`config.mk`:
```
export PLATFORM = sky130hd
export DESIGN_NAME = dac_burst_ctrl
export DESIGN_NICKNAME = d
export VERILOG_FILES = /design/src/rtl/dac_burst_ctrl.sv
export SDC_FILE = /design/constraint.sdc
export NUM_CORES = 1
export LEC_CHECK = 0
export CAP_MARGIN = 0
export CORE_ASPECT_RATIO = 1.25
export CORE_MARGIN = 2
export CORE_UTILIZATION = 54
export DETAILED_ROUTE_END_ITERATION = 8
export DONT_BUFFER_PORTS = 1
export PLACE_DENSITY = 0.83
export SYNTH_ARGS = -nofsm -noshare
export SYNTH_HDL_FRONTEND = slang
export SYNTH_SLANG_ARGS = --single-unit
```
`constraint.sdc`:
```
create_clock -name clk -period 2.75 [get_ports clk]
set_input_delay 0.275 -clock clk [delete_from_list [all_inputs] [get_ports clk]]
set_output_delay 0.275 -clock clk [all_outputs]
set_load 0.01 [all_outputs]
```
`src/rtl/dac_burst_ctrl.sv`:
```
// Burst player: streams cfg_len samples per burst from a dual-channel waveform memory to a DAC,
// cfg_bursts times with cfg_gap idle cycles between bursts. Define DAC_BURST_CTRL_EXT_TRIG_EN to wait for a trig rising edge.
module dac_burst_ctrl #(
  parameter int DATA_WIDTH = 14,
  parameter int ADDR_WIDTH = 10,
  parameter int CNT_WIDTH  = 16
) (
  input  logic                  clk,
  input  logic                  rst,
  input  logic                  start,
  input  logic                  stop,
  input  logic                  trig,
  input  logic [ADDR_WIDTH:0]   cfg_len,
  input  logic [CNT_WIDTH-1:0]  cfg_bursts,
  input  logic [CNT_WIDTH-1:0]  cfg_gap,
  output logic                  mem_en,
  output logic [ADDR_WIDTH-1:0] mem_addr,
  input  logic [DATA_WIDTH-1:0] mem_dat0,
  input  logic [DATA_WIDTH-1:0] mem_dat1,
  output logic [DATA_WIDTH-1:0] dac0,
  output logic [DATA_WIDTH-1:0] dac1,
  output logic                  dac_ce,
  output logic                  busy,
  output logic                  done
);

  localparam logic [ADDR_WIDTH:0]   LEN_MAX  = {1'b1, {ADDR_WIDTH{1'b0}}};
  localparam logic [ADDR_WIDTH:0]   LEN_ONE  = 1;
  localparam logic [ADDR_WIDTH-1:0] ADDR_ONE = 1;
  localparam logic [CNT_WIDTH-1:0]  CNT_ONE  = 1;

  typedef enum logic [2:0] {
    S_IDLE      = 3'd0,
`ifdef DAC_BURST_CTRL_EXT_TRIG_EN
    S_WAIT_TRIG = 3'd1,
`endif
    S_PLAY      = 3'd2,
    S_GAP       = 3'd3,
    S_FLUSH     = 3'd4
  } state_e;

  state_e                state_q, state_d;
  logic [ADDR_WIDTH:0]   len_q, len_d;
  logic [CNT_WIDTH-1:0]  burst_q, burst_d;
  logic [CNT_WIDTH-1:0]  gap_q, gap_d;
  logic [CNT_WIDTH-1:0]  gap_cnt_q, gap_cnt_d;
  logic [ADDR_WIDTH-1:0] addr_q, addr_d;
  logic                  flush_q, flush_d;
  logic                  mem_en_q, mem_en_d;
  logic                  rd_vld_q, rd_vld_d;
  logic                  dac_ce_q, dac_ce_d;
  logic [DATA_WIDTH-1:0] dac0_q, dac0_d;
  logic [DATA_WIDTH-1:0] dac1_q, dac1_d;
  logic                  done_q, done_d;

  logic abort;
  logic start_ok;
  logic last_addr;
  logic trig_rise;

`ifdef DAC_BURST_CTRL_EXT_TRIG_EN
  logic trig_prev_q, trig_prev_d;
  assign trig_prev_d = trig;
  assign trig_rise   = trig && !trig_prev_q;
`else
  logic trig_unused;
  assign trig_unused = trig;
  assign trig_rise   = 1'b0;
`endif

  // stop wins over every other event, and a start arriving with stop is dropped as well
  assign abort     = stop && (state_q != S_IDLE);
  assign start_ok  = start && !stop && (cfg_len != '0) && (cfg_bursts != '0);
  assign last_addr = ({1'b0, addr_q} == (len_q - LEN_ONE));

  // State register and all datapath flops
  always_ff @(posedge clk) begin
    // NOTE: sequential state uses non-blocking assignments so every flop samples pre-edge values.
    if (rst) begin
      state_q   <= S_IDLE;
      len_q     <= '0;
      burst_q   <= '0;
      gap_q     <= '0;
      gap_cnt_q <= '0;
      addr_q    <= '0;
      flush_q   <= 1'b0;
      mem_en_q  <= 1'b0;
      rd_vld_q  <= 1'b0;
      dac_ce_q  <= 1'b0;
      dac0_q    <= '0;
      dac1_q    <= '0;
      done_q    <= 1'b0;
`ifdef DAC_BURST_CTRL_EXT_TRIG_EN
      trig_prev_q <= 1'b0;
`endif
    end else begin
      state_q   <= state_d;
      len_q     <= len_d;
      burst_q   <= burst_d;
      gap_q     <= gap_d;
      gap_cnt_q <= gap_cnt_d;
      addr_q    <= addr_d;
      flush_q   <= flush_d;
      mem_en_q  <= mem_en_d;
      rd_vld_q  <= rd_vld_d;
      dac_ce_q  <= dac_ce_d;
      dac0_q    <= dac0_d;
      dac1_q    <= dac1_d;
      done_q    <= done_d;
`ifdef DAC_BURST_CTRL_EXT_TRIG_EN
      trig_prev_q <= trig_prev_d;
`endif
    end
  end

  // Next-state and counter logic
  always_comb begin
    // NOTE: every signal gets a default before the case so no path can infer a latch.
    state_d   = state_q;
    len_d     = len_q;
    burst_d   = burst_q;
    gap_d     = gap_q;
    gap_cnt_d = gap_cnt_q;
    addr_d    = addr_q;
    flush_d   = flush_q;
    done_d    = 1'b0;

    if (abort) begin
      state_d   = S_IDLE;
      addr_d    = '0;
      gap_cnt_d = '0;
      flush_d   = 1'b0;
    end else begin
      case (state_q)
        S_IDLE: begin
          if (start_ok) begin
            len_d   = (cfg_len > LEN_MAX) ? LEN_MAX : cfg_len;
            burst_d = cfg_bursts;
            gap_d   = cfg_gap;
            addr_d  = '0;
`ifdef DAC_BURST_CTRL_EXT_TRIG_EN
            state_d = S_WAIT_TRIG;
`else
            state_d = S_PLAY;
`endif
          end
        end
`ifdef DAC_BURST_CTRL_EXT_TRIG_EN
        S_WAIT_TRIG: begin
          if (trig_rise) state_d = S_PLAY;
        end
`endif
        S_PLAY: begin
          if (last_addr) begin
            addr_d = '0;
            if (burst_q > CNT_ONE) begin
              burst_d = burst_q - CNT_ONE;
              if (gap_q != '0) begin
                state_d   = S_GAP;
                gap_cnt_d = gap_q;
              end
            end else begin
              state_d = S_FLUSH;
              flush_d = 1'b0;
            end
          end else begin
            addr_d = addr_q + ADDR_ONE;
          end
        end
        S_GAP: begin
          if (gap_cnt_q <= CNT_ONE) begin
            state_d   = S_PLAY;
            gap_cnt_d = '0;
          end else begin
            gap_cnt_d = gap_cnt_q - CNT_ONE;
          end
        end
        S_FLUSH: begin
          // two cycles lets the last sample leave the memory and DAC registers
          if (flush_q) begin
            state_d = S_IDLE;
            flush_d = 1'b0;
            done_d  = 1'b1;
          end else begin
            flush_d = 1'b1;
          end
        end
        default: state_d = S_IDLE;
      endcase
    end
  end

  // Output logic: registered memory strobe and a two-stage read/DAC pipeline
  always_comb begin
    mem_en_d = (state_d == S_PLAY);
    rd_vld_d = mem_en_q && !abort;
    dac_ce_d = rd_vld_q && !abort;
    dac0_d   = dac_ce_d ? mem_dat0 : '0;
    dac1_d   = dac_ce_d ? mem_dat1 : '0;
  end

  assign mem_en   = mem_en_q;
  assign mem_addr = addr_q;
  assign dac0     = dac0_q;
  assign dac1     = dac1_q;
  assign dac_ce   = dac_ce_q;
  assign busy     = (state_q != S_IDLE);
  assign done     = done_q;

endmodule
```
======== After elaboration in Yosys (flattened, before gate mapping) ========
Index checks and enable logic that the tools add are counted.
storage, ports and cells
  register bits ........................... 105
  output and inout port bits .............. 42
operators by class
  magnitude comparators ................... 3
  $add $sub $neg .......................... 4
  muxes and demuxes ....................... 26
  bitwise logic cells ..................... 3
  equality and inequality tests ........... 10
  reduce and logical (&&, ||, !) cells .... 24
operator list
  kind                                                  count
  two-way mux 16 bit                                    7
  case mux 16 bit (2 select lines)                      2
  nonzero test 16 bit                                   2
  subtractor 16 x 1 -> 16 bit, second input constant    2
  two-way mux 3 bit                                     7
  two-way mux 10 bit                                    2
  case mux 10 bit (2 select lines)                      1
  > comparator 16 x 1 -> 1 bit, second input constant   1
  <= comparator 16 x 1 -> 1 bit, second input constant  1
  case mux 3 bit (4 select lines)                       1
  equality test 10 x 11 -> 1 bit                        1
  > comparator 11 bit, second input constant            1
  two-way mux 11 bit                                    1
  nonzero test 11 bit                                   1
  subtractor 11 x 1 -> 11 bit, second input constant    1
  adder 10 x 1 -> 10 bit, second input constant         1
  inequality test 2 bit, second input constant          5
  equality test 3 x 2 -> 1 bit, second input constant   3
  logical AND 1 bit                                     6
  AND reduction 3 bit                                   2
  nonzero test 2 bit                                    3
  AND reduction 5 bit                                   1
  two-way mux 1 bit                                     4
  AND reduction 4 bit                                   1
  9 further kinds                                       13

======== Depth between registers and ports, before layout ========
Gate-level depths: netlist of the first run.
  depth in word-level cells ............... 8
  depth in mapped cells ................... 11
  mapped depth without buffers ............ 9

======== Worst setup path before layout of the first run ========
No wires, ideal clock.
  path type ............................... register to register
  start point ............................. register len_q[0]
  end point ............................... register burst_q[12]
  setup time .............................. 0.131 ns
  clock period less this slack ............ 2.992 ns
  slack ................................... -0.242 ns
  cell stages (with the launch flop) ...... 12
  data arrival time ....................... 2.861 ns
  cell sequence ........................... dfxtp_1 inv_1 ha_1 or3b_1 clkbuf_2 or4_1 a2111oi_0 and4b_2 a31oi_4 buf_6 o311ai_0 o21ai_1
between the ends
  word-level cells in the longest chain between the ends .. 4
ends and longest elaborated chain
  what                             line  text
  from (decl)                      43    logic [ADDR_WIDTH:0] len_q, len_d;
  from (signal assigned)           98    len_q <= len_d;
  subtractor 11 x 1 -> 11 bit      74    assign last_addr = ({1'b0, addr_q} == (len_q - LEN_ONE));
  equality test 10 x 11 -> 1 bit   74
  inequality test 2 bit (no line)  n/a
  AND reduction 5 bit (no line)    n/a
  to (signal assigned)             99    burst_q <= burst_d;
  to (decl)                        44    logic [CNT_WIDTH-1:0] burst_q, burst_d;
Every way passes these cells.
A chain may end at the register's enable or synchronous reset.

======== Worst setup path after layout of the first run ========
  start point ............................. register len_q[1]
  end point ............................... register burst_q[15]
Same word-level chain as after synthesis.

==> results.sh, run 1 <==
export IMPL_failed_checks="negative setup slack"
export IMPL_ios=118
export IMPL_final_layout_size_suffix_gt1_frac=0.1712
export IMPL_met2_usage=0.4736
export IMPL_port_buffers=0
export IMPL_hpwl_um=9726
export IMPL_grtUsageMet3=0.05726
export IMPL_hold_start="rst"
export IMPL_finalWorstSetupSlack_ns=-0.08531
export IMPL_combPwrFrac=0.132
export IMPL_place_area_sq_um=5423
export IMPL_max_slew_worst_pin_slew_ns=1.047
export IMPL_relSlewSlack=0.2967
export IMPL_grtUsageMet1=0.3141
export IMPL_slew_viol_final=0
export IMPL_synth_area_sq_um=5127
export IMPL_whs_ns=0.01249
export IMPL_fin_area_sq_um=6130
export IMPL_cts_buffer_depth=2
export IMPL_drt_iter0_markers=342
export IMPL_drv_cap=0
export IMPL_yosys_area_top_type="dfxtp_1"
export IMPL_synth_nets=727
export IMPL_nets=743
export IMPL_clk_pin_slew_ns=0.08
export IMPL_drcViolationCount=0
export IMPL_cts_root_buf="clkbuf_16"
export IMPL_ys_types=60
export IMPL_min_period_ns=2.835
export IMPL_p_leak_nw=2.277
export IMPL_hold_class="input port to flop"
export IMPL_gp_congestion=0.9316
export IMPL_insertion_delay_ns=0.35
export IMPL_crit_type="flop to flop"
export IMPL_rsz0062_at_grt="yes"
export IMPL_pwr_share_seq=0.472
export IMPL_routed_wirelength_um=14760
export IMPL_p_sw_uw=945.2
export IMPL_dieArea_sq_um=10300
export IMPL_die_height_um=112.9
export IMPL_yosysMostFrequentCell="dfxtp_1"
export IMPL_clock_skew_ns=0.01091
export IMPL_ant_nets=0
export IMPL_netlist_top_cells_count="105 x dfxtp_1, 95 x nand2_1, 50 x a21oi_1"
export IMPL_area_growth_pct=19.55
export IMPL_yosysSeqAreaShare=0.4100
export IMPL_setup_viol=17
export IMPL_status="finished with violations"
export IMPL_grt_use_total=0.2714
export IMPL_start_util=0.5589
export IMPL_crit_required_ns=2.98
export IMPL_core_area_sq_um=9174
export IMPL_end_kind="flop"
export IMPL_power_density_nw_per_um2=556.9
export IMPL_synthTopCellsByArea="dfxtp_1 41%, nand2_1 7.0%, a21oi_1 4.9%"
export IMPL_synth_top_area_share=0.4100
export IMPL_num_rows=39
export IMPL_irDropWorstVdd_uv=318.1
export IMPL_grt_max_degree=30
export IMPL_cts_tree="done"
export IMPL_crit_arrival_ns=3.07
export IMPL_synthCells=645
export IMPL_antennaDiodeCount=0
export IMPL_syn_area_per_cell_sq_um=7.949
export IMPL_grt_pass1_vias=4767
export IMPL_yosysWarnings=0
export IMPL_grt_pass1_wl_um=22710
export IMPL_vias=5008
export IMPL_hold_viol_final=0
export IMPL_fmax_mhz=352.7
export IMPL_critical_path_max_fanout=8
export IMPL_r2r_start="len_q[1]$_SDFFE_PP0P_"
export IMPL_finalCritPeriodShare=1.031
export IMPL_cts_buffers=9
export IMPL_grt_overflow_total=0
export IMPL_yosys_most_used_dff="dfxtp_1"
export IMPL_power_mw=3.414
export IMPL_wire_per_inst_um=18.71
export IMPL_ys_ff_latch=105
export IMPL_sw_frac_of_total=0.2769
export IMPL_cts_htree_levels=3
export IMPL_p_int_mw=2.468
export IMPL_antenna_found_initial=0
export IMPL_finalSetupTns_ns=-0.5300
export IMPL_synthArstFlopShare=0
export IMPL_power_share_clock=0.396
export IMPL_clock_sinks=105
export IMPL_critPathLaunch="len_q[1]$_SDFFE_PP0P_"
export IMPL_synth_edf_count=0
export IMPL_drt_vias_per_instance=6.347
export IMPL_die_w_um=91.16
export IMPL_grt_most_used_layer="met2"
export IMPL_dr_pass1_iters=5
export IMPL_start_kind="flop"
final timing paths:
check | cells after the start | slack, ns | to
setup / recovery | 10 | -0.09 | burst_q[15]$_SDFFE_PP0P_
setup reg to reg | 10 | -0.09 | burst_q[15]$_SDFFE_PP0P_
hold reg to reg | 2 | 0.47 | burst_q[10]$_SDFFE_PP0P_
hold / removal | 1 | 0.01 | burst_q[5]$_SDFFE_PP0P_
repair_timing:
item                                    4_1_cts  5_1_grt
hold buffers                                  2        0
setup buffers                                 2        4
endpoints found under the hold margin        29        0
pin swaps                                     4       15
gates cloned                                  1        1
endpoints found under the setup margin       38       44
resized for setup                            14       58
cells in the final DEF, fill, tap and decap left out, types with 5 or more instances in the layout:
cell type / synthesis / layout
buf_4: 0 / 36
o31ai_1: 14 / 12
o311ai_1: 1 / 5
a21oi_1: 50 / 49
nand3_1: 13 / 12
and3_1: 6 / 6
xnor2_1: 12 / 12
or3_1: 6 / 6
o311ai_2: 0 / 8
buf_6: 1 / 5
o21ai_2: 0 / 5
dfxtp_1: 105 / 103
a22oi_1: 8 / 8
o21ai_1: 6 / 14
inv_1: 17 / 15
ha_1: 6 / 5
o21ai_0: 39 / 26
o21a_1: 5 / 5
nor3_1: 21 / 19
clkbuf_16: 0 / 9
and2_1: 32 / 32
nor4_1: 20 / 20
nand3b_1: 10 / 10
nand4_1: 11 / 11
nor2_1: 45 / 45
nand2_1: 95 / 93
power groups by stage:
stage | Clock (mW) | Sequential, mW | Combinational, mW
6_report | 1.35 | 1.61 | 0.450
5_1_grt | 1.44 | 1.62 | 0.491
4_1_cts | 1.37 | 1.61 | 0.395
3_5_place_dp | 0 | 1.64 | 0.365
3_3_place_gp | 0 | 1.64 | 0.354
2_1_floorplan | 0 | 1.63 | 0.279
area by class of cell:
class / instances / area, sq um
repair buffers: 45 / 391.6
flip-flops and latches: 105 / 2105
clock buffers: 9 / 225.2
clock inverters: 7 / 92.59
well taps: 123 / 153.9
inverters: 17 / 63.81
multi-input cells: 483 / 3098
fillers: 771 / 3044
logic make-up (layout without fill, tap and decap cells):
family	count (synthesis)	in the layout	synth area share
fa+ha+maj	6	6	0.01464
xor+xnor	15	15	0.02562
flops	105	105	0.4100
buf+inv	58	78	0.04466
compound gates	176	177	0.2223
simple gates	281	281	0.2750
mux	4	4	0.007809
metrics by stage:
stage | setup WS [ns] | utilization | std cells
2_1_floorplan | -0.03114 | - | 645
3_3_place_gp | -0.08028 | 0.5911 | 763
3_5_place_dp | -0.1253 | 0.5911 | 763
4_1_cts | -0.05644 | 0.6361 | 784
5_1_grt | -0.1941 | 0.6682 | 789
6_report | -0.08531 | 0.6682 | 789
routing by layer:
metal	up-vias	routed length, um
met5	-	0
met4	0	522
met3	46	898
met2	203	7712
met1	2397	5629
li1	2362	-
worst max-delay path, stage by stage (launching register included):
cell	delay [ns]
dfxtp_2	0.32
inv_2	0.06
ha_4	0.13
or3b_4	0.38
or4_4	0.44
a2111oi_4	0.29
and4b_2	0.35
a31oi_4	0.16
buf_6	0.19
o311ai_2	0.28
o21ai_1	0.12
state kept, by name, indices dropped and copies added (netlist names), 3 cells and up:
register and cells:
burst_q 16, dac0 14, dac1 14, gap_cnt_q 16, gap_q 16, len_q 11, mem_addr 10, state_q 3
No activity file was read; power rests on OpenSTA's default activity.
==> inputs of run 2 (changes only) <==
Settings changed: MAX_ROUTING_LAYER set to met4.
==> run 2 against run 1 <==
Against the previous run:
- the flow still finishes with violations (negative setup slack)
- maximum frequency shrank 0.93%
- clock power decreased by 5%
- clock skew increased by 0.0011 ns
- combinational power is 7.6% lower
- clock-buffer cell count grew 1
- sequential power is essentially flat
- first-iteration DRC count decreased by 27%
- via count down 0.56%
- critical endpoint is now flush_q$_SDFFE_PP0P_
- largest power group unchanged
- highest routed layer unchanged
==> results.sh, run 2 (synthesized netlist as in run 1, its figures left out) <==
export IMPL_status="finished with violations"
export IMPL_failed_checks="negative setup slack"
export IMPL_max_slew_worst_pin_slew_ns=1.186
export IMPL_hpwl_um=9782
export IMPL_drv_cap=0
export IMPL_clk_pin_slew_ns=0.07
export IMPL_power_mw=3.301
export IMPL_gp_congestion=0.9375
export IMPL_finalWorstSetupSlack_ns=-0.1121
export IMPL_drt_iter0_markers=249
export IMPL_drcViolationCount=0
export IMPL_num_rows=39
export IMPL_grt_pass1_vias=4701
export IMPL_die_w_um=91.16
export IMPL_end_kind="flop"
export IMPL_grt_max_degree=30
export IMPL_nFillCells=802
export IMPL_cts_root_buf="clkbuf_16"
export IMPL_dieArea_sq_um=10300
export IMPL_drt_vias_per_instance=6.336
export IMPL_crit_required_ns=3.00
export IMPL_fmax_mhz=349.4
export IMPL_cts_buffer_depth=2
export IMPL_die_height_um=112.9
export IMPL_crit_type="flop to flop"
export IMPL_mostFrequentLayoutCells="103 x dfxtp_1, 93 x nand2_1, 50 x a21oi_1"
export IMPL_antennaDiodeCount=0
export IMPL_hold_start="rst"
export IMPL_min_period_ns=2.862
export IMPL_port_buffers=0
export IMPL_routed_wirelength_um=14260
export IMPL_core_area_sq_um=9174
export IMPL_grt_overflow_total=0
export IMPL_hold_viol_final=0
export IMPL_start_util=0.5589
export IMPL_pre_cts_ws_ns=-0.1115
export IMPL_vias=4980
export IMPL_multiInputGateArea_sq_um=2972
export IMPL_setup_viol=22
export IMPL_relSlewSlack=0.2066
export IMPL_power_density_nw_per_um2=556.5
export IMPL_grt_pass1_wl_um=22480
export IMPL_p_leak_nw=2.213
export IMPL_insertion_delay_ns=0.35
export IMPL_wire_per_inst_um=18.14
export IMPL_start_kind="flop"
export IMPL_cts_buffers=9
export IMPL_cts_htree_levels=3
export IMPL_rsz0062_at_grt="yes"
export IMPL_final_common_cell="dfxtp_1"
export IMPL_r2r_start="len_q[1]$_SDFFE_PP0P_"
export IMPL_antenna_found_initial=0
export IMPL_critPathLaunch="len_q[1]$_SDFFE_PP0P_"
export IMPL_clock_sinks=105
export IMPL_top_regs="burst_q: 16 flops, gap_cnt_q: 16 flops, gap_q: 16 flops"
export IMPL_irDropWorstVdd_uv=328.8
export IMPL_ios=118
export IMPL_finalCritPeriodShare=1.041
export IMPL_critical_path_max_fanout=4
export IMPL_nets=740
export IMPL_ff_latch_area_sq_um=2105
export IMPL_area_growth_pct=15.69
export IMPL_grt_use_total=0.2763
export IMPL_hold_class="input port to flop"
export IMPL_final_layout_size_suffix_gt1_frac=0.1554
export IMPL_postLayoutCoreUtil=0.6466
export IMPL_cts_tree="done"
export IMPL_clock_skew_ns=0.01200
export IMPL_slew_viol_final=0
export IMPL_crit_arrival_ns=3.11
export IMPL_ant_nets=0
export IMPL_dr_pass1_iters=5
-- run 2: repair_timing --
action,in CTS,in global routing
endpoints found under the setup margin,44,45
endpoints found under the hold margin,27,0
hold buffers,2,0
setup buffers,1,3
pin swaps,7,6
resized for setup,21,30
-- run 2: per-stage QoR --
step / hold slack (ns) / instance area [sq um] / setup TNS [ns] / cells
2_1_floorplan: 0.3967 / 5147 / -0.08927 / 645
3_3_place_gp: 0.3573 / 5418 / -0.6918 / 764
3_5_place_dp: 0.3572 / 5418 / -1.433 / 764
4_1_cts: 0.007567 / 5833 / -0.4501 / 783
5_1_grt: 0.004093 / 5932 / -4.855 / 786
6_report: 0.01080 / 5932 / -1.096 / 786
-- run 2: path summary, 6_finish.rpt --
check	end	depth (start not counted)	slack [ns]
worst max-delay path	flush_q$_SDFFE_PP0P_	9	-0.11
worst min-delay path	burst_q[5]$_SDFFE_PP0P_	1	0.01
worst max register to register	flush_q$_SDFFE_PP0P_	9	-0.11
worst min register to register	burst_q[10]$_SDFFE_PP0P_	2	0.47
-- run 2: layer usage --
layer	vias to the layer above	wire [um]	GRT usage
met5	-	0	-
met4	0	432	0.1131
met3	38	923	0.05326
met2	190	7369	0.4820
met1	2395	5531	0.3102
li1	2357	-	-
-- run 2: final cells by class --
type                    instances  area share
flip-flops and latches        105      0.3548
clock inverters                 6    0.009492
repair buffers                 43     0.05779
well taps                     123     0.02594
clock buffers                  10     0.04029
multi-input cells             482      0.5009
inverters                      17     0.01076
-- run 2: where the power goes --
| part | internal, mW | switching (mW) | leakage [nW] |
|---|---|---|---|
| Combinational | 0.161 | 0.254 | 1.22 |
| Sequential | 1.56 | 0.0465 | 0.852 |
| Clock | 0.662 | 0.613 | 0.144 |
-- run 2: critical path: stages (launching register included) --
cell and delay, ns:
dfxtp_2 0.33, inv_2 0.06, ha_4 0.12, or3b_4 0.37, or4_4 0.44, a2111oi_4 0.30, and4b_2 0.34, nand4_1 0.18
or3b_4 0.45, and3_4 0.18
